--- src/rtl/uart_apb_pkg.sv ---
// Shared constants and state encodings for the UART-to-APB debug bridge.
// Latency: n/a (declarations only).
// Backpressure: n/a.
// Contents: command/reply byte codes, parser state enum, RX deserializer state enum.
package uart_apb_pkg;

  localparam logic [7:0] CMD_WRITE   = 8'h57;  // 'W'
  localparam logic [7:0] CMD_READ    = 8'h52;  // 'R'
  localparam logic [7:0] RSP_OK      = 8'h4B;  // 'K'
  localparam logic [7:0] RSP_ERR     = 8'h45;  // 'E'
  localparam logic [7:0] RSP_BAD     = 8'h3F;  // '?'
  localparam logic [7:0] RSP_TIMEOUT = 8'h54;  // 'T'

  typedef enum logic [2:0] {
    IDLE,
    ADDR,
    DATA,
    SETUP,
    ACCESS,
    RESP
  } parser_state_e;

  typedef enum logic [2:0] {
    RX_IDLE,
    RX_START,
    RX_DATA,
    RX_STOP,
    RX_BREAK
  } rx_state_e;

endpackage

--- src/rtl/uart_apb_bridge_if.sv ---
// APB initiator/completer signal bundle used by the bridge.
// Latency: n/a (wires only).
// Backpressure: completer stalls the access phase by holding apb_ready low.
// master: drives sel/enable/write/addr/wdata, samples rdata/ready/slverr.
// slave : the mirror image, used by a completer or a testbench model.
interface uart_apb_bridge_if;
  logic        apb_sel;
  logic        apb_enable;
  logic        apb_write;
  logic [31:0] apb_addr;
  logic [31:0] apb_wdata;
  logic [31:0] apb_rdata;
  logic        apb_ready;
  logic        apb_slverr;

  modport master (
    output apb_sel, apb_enable, apb_write, apb_addr, apb_wdata,
    input  apb_rdata, apb_ready, apb_slverr
  );

  modport slave (
    input  apb_sel, apb_enable, apb_write, apb_addr, apb_wdata,
    output apb_rdata, apb_ready, apb_slverr
  );
endinterface

--- src/rtl/uart_byte_rx.sv ---
// 8N1 UART receiver: 2-flop synchronizer, half-bit start validation, LSB-first deserializer.
// Latency: byte_vld_o pulses one cycle after the stop-bit centre sample.
// Backpressure: none; the consumer must take the byte in its valid cycle or lose it.
// Ports: clk, reset (sync, active-low), rx_i (async serial in), byte_o, byte_vld_o, frm_err_o.
module uart_byte_rx
  import uart_apb_pkg::*;
#(
  parameter logic [15:0] DIVISOR = 16'd433
) (
  input  logic       clk,
  input  logic       reset,
  input  logic       rx_i,
  output logic [7:0] byte_o,
  output logic       byte_vld_o,
  output logic       frm_err_o
);

  localparam logic [15:0] HALF = DIVISOR >> 1;

  logic        rx_s1_q, rx_s2_q;
  rx_state_e   st_q, st_d;
  logic [15:0] cnt_q, cnt_d;
  logic [2:0]  bit_q, bit_d;
  logic [7:0]  sh_q, sh_d;
  logic        vld_q, vld_d;
  logic        err_q, err_d;

  always_comb begin
    st_d  = st_q;
    cnt_d = cnt_q;
    bit_d = bit_q;
    sh_d  = sh_q;
    vld_d = 1'b0;
    err_d = 1'b0;
    case (st_q)
      RX_IDLE: begin
        if (!rx_s2_q) begin
          cnt_d = '0;
          st_d  = RX_START;
        end
      end
      RX_START: begin
        // A low that does not survive to mid-bit is treated as line noise.
        if (cnt_q == HALF) begin
          cnt_d = '0;
          bit_d = '0;
          st_d  = rx_s2_q ? RX_IDLE : RX_DATA;
        end else begin
          cnt_d = cnt_q + 16'd1;
        end
      end
      RX_DATA: begin
        if (cnt_q == DIVISOR) begin
          cnt_d = '0;
          sh_d  = {rx_s2_q, sh_q[7:1]};
          if (bit_q == 3'd7) st_d = RX_STOP;
          else               bit_d = bit_q + 3'd1;
        end else begin
          cnt_d = cnt_q + 16'd1;
        end
      end
      RX_STOP: begin
        if (cnt_q == DIVISOR) begin
          cnt_d = '0;
          if (rx_s2_q) begin
            vld_d = 1'b1;
            st_d  = RX_IDLE;
          end else begin
            err_d = 1'b1;
            st_d  = RX_BREAK;
          end
        end else begin
          cnt_d = cnt_q + 16'd1;
        end
      end
      RX_BREAK: begin
        // After a bad stop bit, wait for the line to return high so the
        // tail of the low stop bit is not mistaken for a new start bit.
        if (rx_s2_q) st_d = RX_IDLE;
      end
      default: st_d = RX_IDLE;
    endcase
  end

  always_ff @(posedge clk) begin
    if (!reset) begin
      rx_s1_q <= 1'b1;
      rx_s2_q <= 1'b1;
      st_q    <= RX_IDLE;
      cnt_q   <= '0;
      bit_q   <= '0;
      sh_q    <= '0;
      vld_q   <= 1'b0;
      err_q   <= 1'b0;
    end else begin
      rx_s1_q <= rx_i;
      rx_s2_q <= rx_s1_q;
      st_q    <= st_d;
      cnt_q   <= cnt_d;
      bit_q   <= bit_d;
      sh_q    <= sh_d;
      vld_q   <= vld_d;
      err_q   <= err_d;
    end
  end

  assign byte_o     = sh_q;
  assign byte_vld_o = vld_q;
  assign frm_err_o  = err_q;

endmodule

--- src/rtl/uart_apb_bridge.sv ---
// UART command bridge issuing single APB read/write transfers and replying on TX.
// Latency: SETUP one cycle after the last command byte; reply starts one cycle after apb_ready.
// Backpressure: access phase waits on apb_ready; bytes arriving during SETUP/ACCESS/RESP are dropped.
// Ports: clk, reset (sync, active-low), rx (serial in), tx (serial out), apb (initiator modport).
// Build option: define UART_APB_TIMEOUT_EN to add the ACCESS watchdog (TIMEOUT_CYCLES, 'T' reply).
module uart_apb_bridge
  import uart_apb_pkg::*;
#(
  parameter logic [15:0] DIVISOR = 16'd433
`ifdef UART_APB_TIMEOUT_EN
  , parameter int TIMEOUT_CYCLES = 1024
`endif
) (
  input  logic              clk,
  input  logic              reset,
  input  logic              rx,
  output logic              tx,
  uart_apb_bridge_if.master apb
);

  logic [7:0] rx_byte;
  logic       rx_vld;
  logic       rx_err;

  uart_byte_rx #(.DIVISOR(DIVISOR)) u_rx (
    .clk       (clk),
    .reset     (reset),
    .rx_i      (rx),
    .byte_o    (rx_byte),
    .byte_vld_o(rx_vld),
    .frm_err_o (rx_err)
  );

  parser_state_e state_q, state_d;
  logic [1:0]    bcnt_q, bcnt_d;
  logic [31:0]   addr_q, addr_d;
  logic [31:0]   wdata_q, wdata_d;
  logic          write_q, write_d;
  // Pending reply bytes, next byte to send in [7:0].
  logic [39:0]   rsp_q, rsp_d;
  logic [2:0]    rsp_cnt_q, rsp_cnt_d;
  // TX frame shifter; bit 0 is the line, idle shifts in ones.
  logic [9:0]    tx_sh_q, tx_sh_d;
  logic [3:0]    tx_bit_q, tx_bit_d;
  logic [15:0]   tx_baud_q, tx_baud_d;
  logic          tx_busy_q, tx_busy_d;
  logic          tx_done;

`ifdef UART_APB_TIMEOUT_EN
  localparam int TO_W = $clog2(TIMEOUT_CYCLES + 1);
  localparam logic [TO_W-1:0] TO_LAST = TO_W'(TIMEOUT_CYCLES - 1);
  logic [TO_W-1:0] to_q, to_d;
`endif

  assign tx_done = tx_busy_q && (tx_baud_q == DIVISOR) && (tx_bit_q == 4'd9);

  always_comb begin
    state_d   = state_q;
    bcnt_d    = bcnt_q;
    addr_d    = addr_q;
    wdata_d   = wdata_q;
    write_d   = write_q;
    rsp_d     = rsp_q;
    rsp_cnt_d = rsp_cnt_q;
    tx_sh_d   = tx_sh_q;
    tx_bit_d  = tx_bit_q;
    tx_baud_d = tx_baud_q;
    tx_busy_d = tx_busy_q;
`ifdef UART_APB_TIMEOUT_EN
    to_d      = to_q;
`endif

    // TX serializer
    if (tx_busy_q) begin
      if (tx_baud_q == DIVISOR) begin
        tx_baud_d = '0;
        if (tx_bit_q == 4'd9) begin
          tx_busy_d = 1'b0;
          tx_sh_d   = '1;
        end else begin
          tx_sh_d  = {1'b1, tx_sh_q[9:1]};
          tx_bit_d = tx_bit_q + 4'd1;
        end
      end else begin
        tx_baud_d = tx_baud_q + 16'd1;
      end
    end

    // Reload on the last stop-bit cycle so consecutive bytes abut.
    if ((rsp_cnt_q != 3'd0) && (!tx_busy_q || tx_done)) begin
      tx_sh_d   = {1'b1, rsp_q[7:0], 1'b0};
      tx_busy_d = 1'b1;
      tx_bit_d  = '0;
      tx_baud_d = '0;
      rsp_d     = {8'h00, rsp_q[39:8]};
      rsp_cnt_d = rsp_cnt_q - 3'd1;
    end

    // Parser; a reply push below overrides the pop above.
    case (state_q)
      IDLE: begin
        if (rx_vld) begin
          if (rx_byte == CMD_WRITE || rx_byte == CMD_READ) begin
            write_d = (rx_byte == CMD_WRITE);
            bcnt_d  = '0;
            state_d = ADDR;
          end else begin
            rsp_d     = {32'h0, RSP_BAD};
            rsp_cnt_d = 3'd1;
          end
        end
      end
      ADDR: begin
        if (rx_vld) begin
          addr_d = {rx_byte, addr_q[31:8]};
          bcnt_d = bcnt_q + 2'd1;
          if (bcnt_q == 2'd3) state_d = write_q ? DATA : SETUP;
        end
      end
      DATA: begin
        if (rx_vld) begin
          wdata_d = {rx_byte, wdata_q[31:8]};
          bcnt_d  = bcnt_q + 2'd1;
          if (bcnt_q == 2'd3) state_d = SETUP;
        end
      end
      SETUP: begin
        state_d = ACCESS;
`ifdef UART_APB_TIMEOUT_EN
        to_d = '0;
`endif
      end
      ACCESS: begin
        if (apb.apb_ready) begin
          if (apb.apb_slverr) begin
            rsp_d     = {32'h0, RSP_ERR};
            rsp_cnt_d = 3'd1;
          end else if (write_q) begin
            rsp_d     = {32'h0, RSP_OK};
            rsp_cnt_d = 3'd1;
          end else begin
            rsp_d     = {apb.apb_rdata, RSP_OK};
            rsp_cnt_d = 3'd5;
          end
          state_d = RESP;
        end
`ifdef UART_APB_TIMEOUT_EN
        else if (to_q == TO_LAST) begin
          rsp_d     = {32'h0, RSP_TIMEOUT};
          rsp_cnt_d = 3'd1;
          state_d   = RESP;
        end else begin
          to_d = to_q + TO_W'(1);
        end
`endif
      end
      RESP: begin
        if (rsp_cnt_q == 3'd0 && !tx_busy_q) state_d = IDLE;
      end
      default: state_d = IDLE;
    endcase

    // A framing error abandons any half-received command.
    if (rx_err && (state_q == IDLE || state_q == ADDR || state_q == DATA)) begin
      state_d = IDLE;
      bcnt_d  = '0;
    end
  end

  always_ff @(posedge clk) begin
    if (!reset) begin
      state_q   <= IDLE;
      bcnt_q    <= '0;
      addr_q    <= '0;
      wdata_q   <= '0;
      write_q   <= 1'b0;
      rsp_q     <= '0;
      rsp_cnt_q <= '0;
      tx_sh_q   <= '1;
      tx_bit_q  <= '0;
      tx_baud_q <= '0;
      tx_busy_q <= 1'b0;
`ifdef UART_APB_TIMEOUT_EN
      to_q      <= '0;
`endif
    end else begin
      state_q   <= state_d;
      bcnt_q    <= bcnt_d;
      addr_q    <= addr_d;
      wdata_q   <= wdata_d;
      write_q   <= write_d;
      rsp_q     <= rsp_d;
      rsp_cnt_q <= rsp_cnt_d;
      tx_sh_q   <= tx_sh_d;
      tx_bit_q  <= tx_bit_d;
      tx_baud_q <= tx_baud_d;
      tx_busy_q <= tx_busy_d;
`ifdef UART_APB_TIMEOUT_EN
      to_q      <= to_d;
`endif
    end
  end

  assign apb.apb_sel    = (state_q == SETUP) || (state_q == ACCESS);
  assign apb.apb_enable = (state_q == ACCESS);
  assign apb.apb_write  = write_q;
  assign apb.apb_addr   = addr_q;
  assign apb.apb_wdata  = wdata_q;
  assign tx             = tx_sh_q[0];

endmodule

--- src/flat_wrapper.sv ---
// flat-port wrapper written by rule: the top's interface ports become plain ports
module uart_apb_bridge_flat import uart_apb_pkg::*;
#(
  parameter logic [15:0] DIVISOR = 16'd433

)
  (clk, reset, rx, tx, apb_apb_sel, apb_apb_enable, apb_apb_write, apb_apb_addr, apb_apb_wdata, apb_apb_rdata, apb_apb_ready, apb_apb_slverr);
  uart_apb_bridge_if apb_i ();
  input  logic clk;
  input  logic reset;
  input  logic rx;
  output logic tx;
  output wire logic [$bits(apb_i.apb_sel)-1:0] apb_apb_sel;
  output wire logic [$bits(apb_i.apb_enable)-1:0] apb_apb_enable;
  output wire logic [$bits(apb_i.apb_write)-1:0] apb_apb_write;
  output wire logic [$bits(apb_i.apb_addr)-1:0] apb_apb_addr;
  output wire logic [$bits(apb_i.apb_wdata)-1:0] apb_apb_wdata;
  input wire logic [$bits(apb_i.apb_rdata)-1:0] apb_apb_rdata;
  input wire logic [$bits(apb_i.apb_ready)-1:0] apb_apb_ready;
  input wire logic [$bits(apb_i.apb_slverr)-1:0] apb_apb_slverr;
  assign apb_apb_sel = apb_i.apb_sel;
  assign apb_apb_enable = apb_i.apb_enable;
  assign apb_apb_write = apb_i.apb_write;
  assign apb_apb_addr = apb_i.apb_addr;
  assign apb_apb_wdata = apb_i.apb_wdata;
  assign apb_i.apb_rdata = apb_apb_rdata;
  assign apb_i.apb_ready = apb_apb_ready;
  assign apb_i.apb_slverr = apb_apb_slverr;
  uart_apb_bridge #(.DIVISOR(DIVISOR)) u_core (.clk(clk), .reset(reset), .rx(rx), .tx(tx), .apb(apb_i));
endmodule
--- config.mk ---
export PLATFORM = sky130hd
export DESIGN_NAME = uart_apb_bridge_flat
export DESIGN_NICKNAME = d
export VERILOG_FILES = /design/src/rtl/uart_apb_pkg.sv /design/src/rtl/uart_apb_bridge_if.sv /design/src/rtl/uart_byte_rx.sv /design/src/rtl/uart_apb_bridge.sv /design/src/flat_wrapper.sv
export SDC_FILE = /design/constraint.sdc
export NUM_CORES = 1
export LEC_CHECK = 0
export ABC_AREA = 1
export CAP_MARGIN = 20
export CORE_MARGIN = 2
export CORE_UTILIZATION = 50
export DETAILED_ROUTE_END_ITERATION = 10
export HOLD_SLACK_MARGIN = 0.1
export PLACE_DENSITY_LB_ADDON = 0.1
export SYNTH_ARGS = -nofsm -noshare
export SYNTH_HDL_FRONTEND = slang
export SYNTH_SLANG_ARGS = --single-unit
--- constraint.sdc ---
create_clock -name clk -period 4.4 [get_ports clk]
set_input_delay 0.66 -clock clk [delete_from_list [all_inputs] [get_ports clk]]
set_output_delay 0.66 -clock clk [all_outputs]
set_load 0.005 [all_outputs]
Yosys cells after proc, flatten, opt, wreduce, memory -nomap -nowiden:

Index checks and enable logic that the tools add are counted.

* output and inout port bits: 68
* logic and storage cells: 154
* input port bits: 37
* flip-flop bits (word level): 178

* equal/unequal tests: 33
* reduce and logical (&&, ||, !) cells: 37
* bitwise logic cells: 2
* add/subtract/negate cells: 6
* multiplexer cells: 56

Operator list (number)
* $mux 40: 6
* $pmux 40 s2: 1
* $mux 3: 24
* $mux 16: 4
* $pmux 16 s3: 1
* $mux 9: 4
* $add 16x1->16 const B: 2
* $eq 16x9->1 const B: 2
* $ne 2x2->1 const B: 10
* $pmux 3 s6: 1
* $eq 16x8->1 const B: 1
* $eq 8x7->1 const B: 2
* $pmux 3 s5: 1
* $eq 3x2->1 const B: 4
* $eq 3x3->1 const B: 4
* $ne 2x1->1 const B: 6
* $pmux 3 s2: 2
* $reduce_and 2->1: 6
* $logic_not 3->1: 3
* $reduce_and 3->1: 3
* $mux 2: 4
* $reduce_and 4->1: 2
* $reduce_and 8->1: 1
* $reduce_bool 2->1: 4
* other kinds (16): 36

Depth between registers and ports, before layout:

* depth in word-level cells: 9
* gate-level depth with buffers: 13
* gate-level depth less buffers: 13

Modules after synthesis:

From an unflattened synthesis, not the netlist that was laid out.

* cells, all modules: 1159
* area, all modules: 8175.3 µm²

By module, submodules not included
* uart_apb_bridge: cells an instance 889, area each 6319.8 µm², instances 1, seq. area each 2862.7 µm²
* uart_byte_rx: cells an instance 270, area each 1855.5 µm², instances 1, seq. area each 680.7 µm²

Worst setup path after synthesis:

OpenSTA, ideal clock, no wires.

* path type: flip-flop to flip-flop
* start: register u_core.tx_bit_q[0]
* end: register u_core.tx_sh_q[1]
* slack: 2.706 ns
* path buffers: 3
* period minus slack after synthesis: 1.694 ns
* arrival: 1.560 ns
* cell stages (with the launch flop): 11
* data required time: 4.266 ns
* path through: dfxtp_1 -> ha_1 -> nand2_1 -> or2_1 -> buf_2 -> nand2_2 -> nand3_4 -> buf_6 -> buf_6 -> o211ai_1 -> nand3_1

* word-level cells in the longest chain between the ends: 6

Ends and longest elaborated chain
* start, declared: RTL line uart_apb_bridge.sv:44 `logic [3:0] tx_bit_q, tx_bit_d;`
* start signal, assigned: RTL line uart_apb_bridge.sv:195 `tx_bit_q <= tx_bit_d;`
* $eq 4x4->1 *: RTL line uart_apb_bridge.sv:55, uart_apb_bridge.sv:77
* $logic_and 1x1->1: RTL line uart_apb_bridge.sv:55 `assign tx_done = tx_busy_q && (tx_baud_q == DIVISOR) && (tx_bit_q == 4'd9);`
* $logic_or 1x1->1: RTL line uart_apb_bridge.sv:90 `if ((rsp_cnt_q != 3'd0) && (!tx_busy_q || tx_done)) begin`
* $logic_and 1x1->1: RTL line uart_apb_bridge.sv:90
* $reduce_bool 2->1 (no line)
* $reduce_and 2->1 (no line)
* end signal, assigned: RTL line uart_apb_bridge.sv:194 `tx_sh_q <= tx_sh_d;`
* end, declared: RTL line uart_apb_bridge.sv:43 `logic [9:0] tx_sh_q, tx_sh_d;`

Every way passes the cells marked *; elsewhere a longest branch is shown, timed or not. The select of a mux whose other input is x is not followed.
A chain may end at the register's enable or synchronous reset.

Final worst setup path:

* start: input apb_apb_ready
* end: register u_core.rsp_q[12]

* word-level cells in the longest chain between the ends: 2

Ends and longest elaborated chain
* start, declared: RTL line flat_wrapper.sv:19 `input wire logic [$bits(apb_i.apb_ready)-1:0] apb_apb_ready;`
* $mux 40: RTL line uart_apb_bridge.sv:134 `if (apb.apb_ready) begin`
* $pmux 40 s2: RTL line uart_apb_bridge.sv:100 `case (state_q)`
* end signal, assigned: RTL line uart_apb_bridge.sv:192 `rsp_q <= rsp_d;`
* end, declared: RTL line uart_apb_bridge.sv:40 `logic [39:0] rsp_q, rsp_d;`

No other way between the ends.

==> flow_metrics.tcl <==
set metrics [dict create \
    num-nets-final 1298 \
    antenna_found_initial 0 \
    drive_above_1_share 0.0531 \
    clk_pin_slew_worst_paths_ns 0.07 \
    power_frac_comb 0.247 \
    busiest_layer "met2" \
    cpMostUsedCell "o21ai_0" \
    timing.final.hold_violations 0 \
    async_reset_ff_frac 0 \
    max_stage_delay_ns 0.68 \
    crit_slowest_cell "inv_1" \
    die_area_um2 17400 \
    p_int_uw 2950 \
    track_usage 0.220 \
    coreArea_um2 15900 \
    setup_tns_ns 0 \
    p_seq_frac 0.424 \
    arrival_ns 3.27 \
    setup_ws_ns 1.48 \
    fin_skew_ns 0.00986 \
    hold_path.class "flip-flop to flip-flop" \
    cts_max_level 4 \
    tightest_slew_ns 0.830 \
    setup_viol_count_final 0 \
    area_delta_synth_final_pct 20.9 \
    dieHeight_um 132 \
    muxShareOfSynthArea 0 \
    critPathKind "primary input to flip-flop" \
    synth.largest_area_cell "dfxtp_1" \
    io_pins 105 \
    cts.sinks 177 \
    yosys_register_bits 177 \
    vias 7512 \
    setup.worst_path.end_class "flip-flop" \
    rr_worst_depth 10 \
    critical_path_required_ns 4.75 \
    layout_common_cells "nand2_1, nor2_1, dfxtp_1, o21ai_0, inv_1" \
    viasPerCell 5.08 \
    drtIter0Drc 597 \
    synth-simple-area-share 0.295 \
    post-place-ws_ns 1.07 \
    overflow 0 \
    synth_top_area_share 0.433 \
    grtUsageMet3 0.0400 \
    synth_xor_area_frac 0.0139 \
    cts-resized-gates 0 \
    io_buffers 104 \
    synth-edff-count 0 \
    clkLatencyLatePin_ns 0.44 \
    use_met2 0.341 \
    synth.area.top_cells "dfxtp_1, nand2_1, nor2_1, o21ai_0, inv_1" \
    cp_max_fo 27 \
    gp_congestion 0.872 \
    synth_top_family_by_area "simple AND/OR/NAND/NOR gates" \
    crit_buf_inv 3 \
    grt_pass1_vias 6932 \
    path_cells "clkdlybuf4s50_1 > inv_1 > nand2_1 > nand2_1 > inv_1 > o21ai_0 > o21ai_0 > o21ai_0" \
    cts_buffers 17 \
    ir_worst_vdd_mv 0.290 \
    synth_cells 1170 \
    start_kind "primary input" \
    fin_crit_sh 0.663 \
    layout_commonest_cell "nand2_1" \
    cts_tree "yes" \
    clockRootBuffer "clkbuf_16" \
    critical-path-top-delay-family "buffers and inverters" \
    p_clk_frac 0.329 \
    drt_wl_total_um 18700 \
    cts_hold_buf 0 \
    relSlewSlack 0.445 \
    slew_viol_final 0 \
    placedCellCount 1444 \
    clock_tree.buffer_depth 2 \
    fin_cells 1478 \
    fin_crit_ns 2.92 \
    antenna_left 0 \
    synth_fa_ha_area_frac 0.0184 \
    final_util 0.620 \
    swShare 0.334 \
    synth-seq-area-share 0.433 \
    drcViolationCount 0 \
    firstDrtPassIters 5 \
    die_w_um 132 \
    fmax_mhz 343 \
    synth_area_per_cell_um2 6.99 \
    wl_per_cell_um 12.6 \
    synth-main-ff-cell "dfxtp_1" \
    start_util 0.513 \
    p_total_uw 4430 \
    use_met1 0.308 \
    rows 46 \
    p_per_area_nw_per_um2 448 \
    holdPathStages 1 \
    syn-num-nets 1219 \
    synth_cell_types 46 \
    grt_pass1_wl_um 32300 \
    postCtsSetupBuffers 0 \
    diodes 0 \
    grt_max_degree 93 \
    switchingPower_uw 1480 \
    synth_compound_gate_area_share 0.150 \
    yosysWarnings 0 \
    hpwl_um 12600 \
    leakage_uw 0.00397 \
    path_depth 8 \
    cap_violations 0 \
    syn_area_um2 8180 \
    status "complete, no violations" \
    rsz0062_at_grt "false" \
]
-- area by class of cell --
type | instances | area, µm²
clock buffers | 18 | 429
fillers | 1499 | 6060
multi-input cells | 813 | 3900
clock inverters | 14 | 129
repair buffers | 109 | 1110
inverters | 131 | 493
well taps | 216 | 270
flip-flops and latches | 177 | 3540
-- Yosys cell counts (5+ instances only) --
cell,number
clkbuf_1,33
o21ai_0,134
o211ai_1,11
a21oi_1,72
buf_2,8
nand4_1,19
nand2_1,221
nand3_1,79
nor3_1,26
dfxtp_1,177
inv_1,125
nand2_2,5
ha_1,12
nor2_1,182
xor2_1,10
-- final timing paths --
kind	start	end	slack (ns)
setup / recovery	apb_apb_ready	u_core.rsp_q[12]	1.48
hold reg to reg	u_core.u_rx.rx_s1_q	u_core.u_rx.rx_s2_q	0.42
hold / removal	u_core.u_rx.rx_s1_q	u_core.u_rx.rx_s2_q	0.42
setup reg to reg	u_core.tx_bit_q[1]	u_core.rsp_q[32]	2.05
-- sequential cells by signal, indices dropped and copies added, names as in the netlist, 3 cells and up --
signal	cells
u_core.apb.apb_addr	32
u_core.tx_sh_q	9
u_core.apb.apb_wdata	32
u_core.rsp_cnt_q	3
u_core.tx_bit_q	4
u_core.u_rx.st_q	3
u_core.state_q	3
u_core.tx_baud_q	16
u_core.rsp_q	40
u_core.u_rx.byte_o	8
u_core.u_rx.cnt_q	16
u_core.u_rx.bit_q	3
-- metrics by stage --
stage                     hold slack, ns  cell area [µm²]
final                              0.417             9880
after global routing               0.427             9880
after CTS                          0.417             9830
after detailed placement           0.400             9270
after global placement             0.394             9270
after floorplan                    0.393             8180
-- metal layers --
| metal | vias to the layer above | routed length, µm |
|---|---|---|
| met5 | - | 0 |
| li1 | 3952 | - |
| met3 | 21 | 762 |
| met2 | 173 | 8160 |
| met1 | 3366 | 9450 |
| met4 | 0 | 281 |
-- cell families (layout without fill, tap and decap cells) --
group,Yosys count,in the layout
AO/OA/AOI/OAI,231,231
XOR/XNOR,13,13
adder cells (fa/ha/maj),12,12
buffers and inverters,180,272
flip-flops,177,177
AND/OR/NAND/NOR,557,557
-- power groups by stage --
stage               Clock (µW)  Sequential (µW)  Combinational [µW]
global route              1550             1900                1260
floorplan                    0             1880                 926
global placement             0             1910                1070
detailed placement           0             1910                1080
CTS                       1480             1880                1090
finish                    1450             1880                1090
Power figures use the tool's default switching activity.
